<file path="src/rtl/cpu_defs.sv">
// cpu_defs: shared widths, ALU codes, forward-select and operand-source encodings
package cpu_defs;
  localparam int XLEN = 32;
  localparam int REG_AW = 5;
  localparam logic [3:0] ALU_ADD  = 4'b0000;
  localparam logic [3:0] ALU_SUB  = 4'b0001;
  localparam logic [3:0] ALU_AND  = 4'b0010;
  localparam logic [3:0] ALU_OR   = 4'b0011;
  localparam logic [3:0] ALU_XOR  = 4'b0100;
  localparam logic [3:0] ALU_SLL  = 4'b0101;
  localparam logic [3:0] ALU_SRL  = 4'b0110;
  localparam logic [3:0] ALU_SRA  = 4'b0111;
  localparam logic [3:0] ALU_LUI  = 4'b1000;
  localparam logic [3:0] ALU_SLT  = 4'b1001;
  localparam logic [3:0] ALU_SLTU = 4'b1010;
  typedef enum logic [1:0] {FWD_RF = 2'b00, FWD_MEM = 2'b01, FWD_WB = 2'b10} fwd_sel_e;
  typedef enum logic {SRCA_RS1 = 1'b0, SRCA_PC = 1'b1} src_a_e;
  typedef enum logic {SRCB_RS2 = 1'b0, SRCB_IMM = 1'b1} src_b_e;
endpackage

</file>
<file path="src/rtl/forward_unit.sv">
// forward_unit: picks the bypass source for one EX-stage source register
module forward_unit #(
  parameter int REG_AW = cpu_defs::REG_AW
) (
  input  logic [REG_AW-1:0] rs_addr,
  input  logic              reg_write_mem,
  input  logic [REG_AW-1:0] rd_addr_mem,
  input  logic              reg_write_wb,
  input  logic [REG_AW-1:0] rd_addr_wb,
  output cpu_defs::fwd_sel_e fwd_sel
);
  always_comb
    fwd_sel = (reg_write_mem && rd_addr_mem != '0 && rd_addr_mem == rs_addr) ? cpu_defs::FWD_MEM :
              (reg_write_wb && rd_addr_wb != '0 && rd_addr_wb == rs_addr) ? cpu_defs::FWD_WB :
              cpu_defs::FWD_RF;
endmodule

</file>
<file path="src/rtl/id_ex_operand_stage.sv">
// id_ex_operand_stage: ID/EX register with EX operand forwarding and load-use detection
module id_ex_operand_stage #(
  parameter int XLEN = cpu_defs::XLEN,
  parameter int REG_AW = cpu_defs::REG_AW
) (
  input  logic              clk,
  input  logic              rst_n,
  input  logic              stall,
  input  logic              flush,
  input  logic [3:0]        ALUCode_id,
  input  logic              ALUSrcA_id,
  input  logic              ALUSrcB_id,
  input  logic              RegWrite_id,
  input  logic              MemRead_id,
  input  logic              MemWrite_id,
  input  logic              MemtoReg_id,
  input  logic [REG_AW-1:0] rs1Addr_id,
  input  logic [REG_AW-1:0] rs2Addr_id,
  input  logic [REG_AW-1:0] rdAddr_id,
  input  logic [XLEN-1:0]   rs1Data_id,
  input  logic [XLEN-1:0]   rs2Data_id,
  input  logic [XLEN-1:0]   imm_id,
  input  logic [XLEN-1:0]   PC_id,
  input  logic              RegWrite_mem,
  input  logic [REG_AW-1:0] rdAddr_mem,
  input  logic [XLEN-1:0]   ALUResult_mem,
  input  logic              RegWrite_wb,
  input  logic [REG_AW-1:0] rdAddr_wb,
  input  logic [XLEN-1:0]   WriteData_wb,
  output logic [3:0]        ALUCode_ex,
  output logic [XLEN-1:0]   A_ex,
  output logic [XLEN-1:0]   B_ex,
  output logic [XLEN-1:0]   storeData_ex,
  output logic              RegWrite_ex,
  output logic              MemRead_ex,
  output logic              MemWrite_ex,
  output logic              MemtoReg_ex,
  output logic [REG_AW-1:0] rdAddr_ex,
  output logic [XLEN-1:0]   PC_ex,
  output logic              load_use
);
  cpu_defs::src_a_e   src_a;
  cpu_defs::src_b_e   src_b;
  cpu_defs::fwd_sel_e sel_a, sel_b;
  logic [REG_AW-1:0]  rs1_addr, rs2_addr;
  logic [XLEN-1:0]    rs1_data, rs2_data, imm, fwd_a, fwd_b;
  always_ff @(posedge clk)
    if (!rst_n || flush) begin
      ALUCode_ex  <= cpu_defs::ALU_ADD;
      src_a       <= cpu_defs::SRCA_RS1;
      src_b       <= cpu_defs::SRCB_RS2;
      RegWrite_ex <= 1'b0;
      MemRead_ex  <= 1'b0;
      MemWrite_ex <= 1'b0;
      MemtoReg_ex <= 1'b0;
      rs1_addr    <= '0;
      rs2_addr    <= '0;
      rdAddr_ex   <= '0;
      rs1_data    <= '0;
      rs2_data    <= '0;
      imm         <= '0;
      PC_ex       <= '0;
    end else if (!stall) begin
      ALUCode_ex  <= ALUCode_id;
      src_a       <= cpu_defs::src_a_e'(ALUSrcA_id);
      src_b       <= cpu_defs::src_b_e'(ALUSrcB_id);
      RegWrite_ex <= RegWrite_id;
      MemRead_ex  <= MemRead_id;
      MemWrite_ex <= MemWrite_id;
      MemtoReg_ex <= MemtoReg_id;
      rs1_addr    <= rs1Addr_id;
      rs2_addr    <= rs2Addr_id;
      rdAddr_ex   <= rdAddr_id;
      rs1_data    <= rs1Data_id;
      rs2_data    <= rs2Data_id;
      imm         <= imm_id;
      PC_ex       <= PC_id;
    end
  forward_unit #(.REG_AW(REG_AW)) u_fwd_a (
    .rs_addr(rs1_addr), .reg_write_mem(RegWrite_mem), .rd_addr_mem(rdAddr_mem),
    .reg_write_wb(RegWrite_wb), .rd_addr_wb(rdAddr_wb), .fwd_sel(sel_a)
  );
  forward_unit #(.REG_AW(REG_AW)) u_fwd_b (
    .rs_addr(rs2_addr), .reg_write_mem(RegWrite_mem), .rd_addr_mem(rdAddr_mem),
    .reg_write_wb(RegWrite_wb), .rd_addr_wb(rdAddr_wb), .fwd_sel(sel_b)
  );
  always_comb begin
    fwd_a = sel_a == cpu_defs::FWD_MEM ? ALUResult_mem : sel_a == cpu_defs::FWD_WB ? WriteData_wb : rs1_data;
    fwd_b = sel_b == cpu_defs::FWD_MEM ? ALUResult_mem : sel_b == cpu_defs::FWD_WB ? WriteData_wb : rs2_data;
    A_ex = src_a == cpu_defs::SRCA_PC ? PC_ex : fwd_a;
    B_ex = src_b == cpu_defs::SRCB_IMM ? imm : fwd_b;
    storeData_ex = fwd_b;
    load_use = MemRead_ex && rdAddr_ex != '0 && (rdAddr_ex == rs1Addr_id || rdAddr_ex == rs2Addr_id);
  end
endmodule

</file>
<file path="config.mk">
export PLATFORM = sky130hd
export DESIGN_NAME = id_ex_operand_stage
export DESIGN_NICKNAME = d
export VERILOG_FILES = /design/src/rtl/cpu_defs.sv /design/src/rtl/forward_unit.sv /design/src/rtl/id_ex_operand_stage.sv
export SDC_FILE = /design/constraint.sdc
export NUM_CORES = 1
export LEC_CHECK = 0
export ABC_AREA = 0
export CORE_MARGIN = 3
export CORE_UTILIZATION = 43
export CTS_BUF_LIST = sky130_fd_sc_hd__clkbuf_16
export DETAILED_ROUTE_END_ITERATION = 8
export PLACE_DENSITY_LB_ADDON = 0.08
export SETUP_SLACK_MARGIN = 0.5
export SLEW_MARGIN = 5
export SYNTH_ARGS = -nofsm -noshare
export SYNTH_HDL_FRONTEND = slang
export SYNTH_SLANG_ARGS = --single-unit
</file>
<file path="constraint.sdc">
create_clock -name clk -period 2.95 [get_ports clk]
set_clock_uncertainty 0.2 [all_clocks]
set_input_delay 0.59 -clock clk [delete_from_list [all_inputs] [get_ports clk]]
set_output_delay 0.59 -clock clk [all_outputs]
set_load 0.03 [all_outputs]
</file>
# [Yosys cells after proc, flatten, opt, wreduce, memory -nomap -nowiden]
# Cells that the tools add are included.
# W data, S select, Z words.
[classes] n_eq_ne=10 muxes=10 reduce_logical=14
[op_table] op="$mux W32" n=6
[op_table] op="$eq A5 B5 Y1" n=6
[op_table] op="$reduce_bool A5 Y1" n=3
[op_table] op="$logic_and A1 B1 Y1" n=8
[op_table] op="$mux W2" n=4
[op_table] op="$eq A2 B1 Y1 const B" n=2
[op_table] op="$eq A2 B2 Y1 const B" n=2
[op_table] op="$logic_or A1 B1 Y1" n=2
[op_table] op="$logic_not A1 Y1" n=1
[totals] ff_bits=153 input_bits=233 out_inout_bits=142 wordCells=48

# [Longest topological paths before layout]
[depth] ltp_word=9 depth_mapped=8 mapped_depth_nobuf=5

# [Hierarchy]
# From an unflattened synthesis, not the netlist that was laid out.
[hier_totals] cells_unflattened=881 hier_area_um2=7821.3
[modules_own_cells] module="id_ex_operand_stage" instances=1 cells_per_inst=841 area_each_um2=7518.5 seq_area_each_um2=3062.9
[modules_own_cells] module="forward_unit" instances=2 cells_per_inst=20 area_each_um2=151.4 seq_area_each_um2=0.0

# [Worst setup path before layout]
# Ideal clock, no wire load.
[synth_timing] path_kind="input to output" startpoint="input rdAddr_wb[1]" endpoint="output B_ex[30]" arrival_time_ps=2640 required_time_ps=2160 path_slack_ps=-480 cell_stages=6 path_buffers=1 cell_sequence="or2_1 > o21a_4 > buf_6 > or4b_1 > a31oi_1 > mux2_1"
[synth_between] elab_chain_len=9 word_cells_on_any_way=11 classes_between="3 x eq/ne; 5 x mux; 3 x reduce/logical"
[synth_lines] item="start: declaration" line_no="id_ex_operand_stage.sv:28" source="input logic [REG_AW-1:0] rdAddr_wb,"
[synth_lines] item="$reduce_bool A5 Y1" line_no="forward_unit.sv:14" source="(reg_write_wb && rd_addr_wb != '0 && rd_addr_wb == rs_addr) ? cpu_defs::FWD_WB :"
[synth_lines] item="$logic_and A1 B1 Y1" line_no="forward_unit.sv:14"
[synth_lines] item="$logic_and A1 B1 Y1 (*)" line_no="forward_unit.sv:14"
[synth_lines] item="$mux W2 (*)" line_no="forward_unit.sv:14"
[synth_lines] item="$mux W2 (*)" line_no="forward_unit.sv:13" source="fwd_sel = (reg_write_mem && rd_addr_mem != '0 && rd_addr_mem == rs_addr) ? cpu_defs::FWD_MEM :"
[synth_lines] item="$eq A2 B2 Y1" line_no="id_ex_operand_stage.sv:89" source="fwd_b = sel_b == cpu_defs::FWD_MEM ? ALUResult_mem : sel_b == cpu_defs::FWD_WB ? WriteData_wb : rs2_data;"
[synth_lines] item="$mux W32" line_no="id_ex_operand_stage.sv:89"
[synth_lines] item="$mux W32 (*)" line_no="id_ex_operand_stage.sv:89"
[synth_lines] item="via storeData_ex[30]" line_no="id_ex_operand_stage.sv:33" source="output logic [XLEN-1:0] storeData_ex,"
[synth_lines] item="$mux W32 (*)" line_no="id_ex_operand_stage.sv:91" source="B_ex = src_b == cpu_defs::SRCB_IMM ? imm : fwd_b;"
[synth_lines] item="end: declaration" line_no="id_ex_operand_stage.sv:32" source="output logic [XLEN-1:0] B_ex,"
# Mark *: on every way through the listed nets, which the timed path passes. The rest lies on a longest branch.

# [Worst setup path after layout]
[layout_timing] startpoint="input rdAddr_wb[4]" endpoint="output B_ex[17]"
[layout_between] elab_chain_len=9 word_cells_on_any_way=11 classes_between="3 x eq/ne; 5 x mux; 3 x reduce/logical"
[layout_lines] item="$reduce_bool A5 Y1" line_no="forward_unit.sv:14"
[layout_lines] item="$logic_and A1 B1 Y1" line_no="forward_unit.sv:14"
[layout_lines] item="$logic_and A1 B1 Y1 (*)" line_no="forward_unit.sv:14"
[layout_lines] item="$mux W2 (*)" line_no="forward_unit.sv:14"
[layout_lines] item="$mux W2 (*)" line_no="forward_unit.sv:13"
[layout_lines] item="$eq A2 B2 Y1" line_no="id_ex_operand_stage.sv:89"
[layout_lines] item="$mux W32" line_no="id_ex_operand_stage.sv:89"
[layout_lines] item="$mux W32 (*)" line_no="id_ex_operand_stage.sv:89"
[layout_lines] item="$mux W32 (*)" line_no="id_ex_operand_stage.sv:91"
# Every way passes the cells marked *; elsewhere a longest branch is shown, timed or not.

==> impl_metrics.py <==
metrics = {
    "setup_path": {
        "cp_data_required_time_ns": 2.16,
        "critPathMaxFanout": 11,
        "cp-start-kind": "input pin",
        "critPathArrivalTime_ns": 2.77,
        "r2r-start": "src_a",
        "critPathCaptureType": "primary output",
        "crit_path_start": "rdAddr_wb[4]",
        "crit_type": "in -> out",
    },
    "pwr": {
        "peakVddDrop_mv": 0.481,
        "p_leak_nw": 6.70,
        "cellPowerDensity_nw_per_um2": 385,
    },
    "detailed_routing": {
        "dr.pass1.iters": 5,
        "ant_nets": 0,
        "route.vias.total": 9552,
        "dr_wl_met2_mm": 20.9,
        "wl_met1_mm": 15.0,
        "met3_wirelength_mm": 3.50,
        "wl_per_cell_microns": 25.1,
        "drt-total-wl_mm": 41.8,
        "top_layer_used": "met4",
        "initialDrtViolationCount": 574,
        "drc": 0,
        "viasPerCell": 5.75,
    },
    "timing": {
        "fmax_mhz": 281,
        "hold_viol": 0,
        "worst_slack_ns": -0.606,
        "setup_violations": 96,
        "slew_headroom_pct": 60.9,
        "slew_violations": 0,
        "rsz0062_at_grt": "yes",
        "post-route-period-util_pct": 121,
        "hold_ws_ns": 0.302,
        "fin_tns_setup_ns": -34.29,
        "period_minus_slack_ns": 3.56,
        "worst_slew_pin_slew_ns": 0.582,
    },
    "flow_run": {
        "maxCapViolCount": 0,
    },
    "synth": {
        "ys_types": 37,
        "yosys.area.top_type": "dfxtp_1",
        "synthCells": 885,
        "synth-seq-cells": 153,
        "synth.area.top_cells": "dfxtp_1, mux2i_1, nor2_1",
        "synth.avg_cell_area_sq_um": 9.65,
        "yosysWarnings": 0,
        "synth.top_cell.area_share_pct": 35.9,
        "syn_nets": 1118,
        "synth_sequential_area_ratio_pct": 35.9,
        "synthFlopType": "dfxtp_1",
        "synth-async-reset-ratio_pct": 0,
        "netlist_area_sq_um": 8540,
        "synth_edf_count": 0,
    },
    "floorplan": {
        "die-area_sq_um": 21600,
        "rows": 50,
        "core_sq_um": 19100,
        "die_h_microns": 147,
        "boundaryPins": 375,
        "die_x_microns": 147,
        "start_util_pct": 44.7,
    },
    "worst_hold_path": {
        "hp-start": "imm[1]",
        "min_path_type": "reg -> reg",
    },
    "status": {
        "violations": "negative setup slack",
        "status": "complete, but fails checks",
    },
    "layout": {
        "final_nets": 1616,
        "area_delta_synth_final_pct": 97.4,
        "layout-drive-gt1-share_pct": 39.5,
        "finalNonFillerCells": 1661,
        "fillers": 868,
    },
    "global_route": {
        "grt_usage_pct": 33.5,
        "overflow": 0,
        "grt_antenna_before_repair": 5,
        "grt_pass1_vias": 9675,
        "grt_pass1_wl_mm": 56.5,
        "grt_start_max_net_pins": 50,
    },
    "clocking": {
        "cts_tree": "done",
        "insertion_delay_ns": 0.43,
        "h-tree-depth": 4,
        "cts_buffer_depth": 2,
        "clk_pin_slew_worst_paths_ns": 0.06,
        "clock-sinks": 153,
        "cts_made_buffers": 17,
        "root_buffer": "clkbuf_16",
    },
    "placed_design": {
        "portBuffers": 374,
        "dp.cells": 1560,
        "place_congestion": 0.856,
        "detailed_place_hpwl_mm": 25.0,
    },
}
layout make-up:
type	count	area, sq um	share of cell area, %
diodes	5	12.5	0.0742
clock buffers	17	425	2.52
clock inverters	15	201	1.20
inverters	26	97.6	0.579
multi-input cells	622	6500	38.5
flip-flops and latches	153	3090	18.3
well taps	260	325	1.93
repair buffers	563	6200	36.8
where the power goes:
group / total, W / switching [W] / internal, W / leakage (nW)
clock network: 0.00240 / 0.000975 / 0.00142 / 0.305
registers: 0.00220 / 0.0000674 / 0.00213 / 1.25
logic: 0.00190 / 0.000886 / 0.00101 / 5.14
total: 0.00649 / 0.00193 / 0.00457 / 6.70
metal layers:
metal / global-route usage, % / vias to the layer above
met2: 59.5 / 545
met1: 37.9 / 4632
met4: 14.0 / 0
li1: - / 4221
met5: 0 / -
met3: 9.25 / 154
cell usage after synthesis (all sizes together) (2+ instances only):
cell type	instances
dfxtp	153
nand3	4
a221oi	26
o31ai	38
inv	26
or4b	32
or4	3
nor3	60
mux2i	185
nand2b	7
xor2	9
nor2	153
buf	34
nand2	4
a21oi	7
a31oi	32
clkbuf	50
mux2	32
or2	2
xnor2	19
path summary, 6_finish.rpt:
path | endpoint | slack [ns] | cells after the start
hold / removal | imm[1] | 0.30 | 2
setup reg to reg | src_a | 1.21 | 3
hold reg to reg | imm[1] | 0.30 | 2
setup / recovery | B_ex[17] | -0.61 | 10
state kept, by name (all words and copies together), names as in the netlist, 4 cells and up:
signal and flops:
PC_ex 32, imm 32, rs1_data 32, rs2_data 32
rdAddr_ex 5, rs1_addr 5, rs2_addr 5, ALUCode_ex 4
critical path, cell delays in order:
cell and delay [ns]:
buf_6 0.10, buf_6 0.12, xnor2_4 0.16, nand3_4 0.14, buf_6 0.17, bufbuf_16 0.29, o31ai_1 0.50, a31oi_4 0.22
mux2_4 0.31, buf_6 0.14
logic make-up after synthesis:
kind of cell,synth area share (%)
mux,25.9
simple gates,15.7
compound gates,13.5
buf+inv,6.15
xor+xnor,2.87
flops,35.9
timing repair:
action                                  CTS  global route
endpoints found under the setup margin   97            97
pin swaps                                78            38
buffers inserted                         28            21
cloned                                   11             4
hold buffers                              0             0
resized for setup                       307            82
per-stage QoR:
| step | setup WS (ns) | instance area [sq um] | utilization [%] | power [W] |
|---|---|---|---|---|
| after CTS | -0.410 | 16200 | 85.0 | 0.00633 |
| after detailed placement | -1.04 | 14000 | 73.6 | 0.00375 |
| after global routing | -0.656 | 16900 | 88.3 | 0.00665 |
| final | -0.606 | 16900 | 88.3 | 0.00649 |
| after floorplan | -0.153 | 9390 | - | 0.00300 |
| after global placement | -1.06 | 14000 | 73.6 | 0.00373 |
placed cells by master, fill, tap and decap left out, drive strengths merged, types with 19 or more instances in the layout:
cell type	synthesis	layout
buf	34	289
clkdlybuf4s50	0	255
mux2i	185	185
nor2	153	153
dfxtp	153	153
nor3	60	60
o31ai	38	38
or4b	32	32
a31oi	32	32
mux2	32	32
inv	26	29
a221oi	26	26
clkbuf	50	23
xnor2	19	19
No activity file was read; power rests on OpenSTA's default activity.
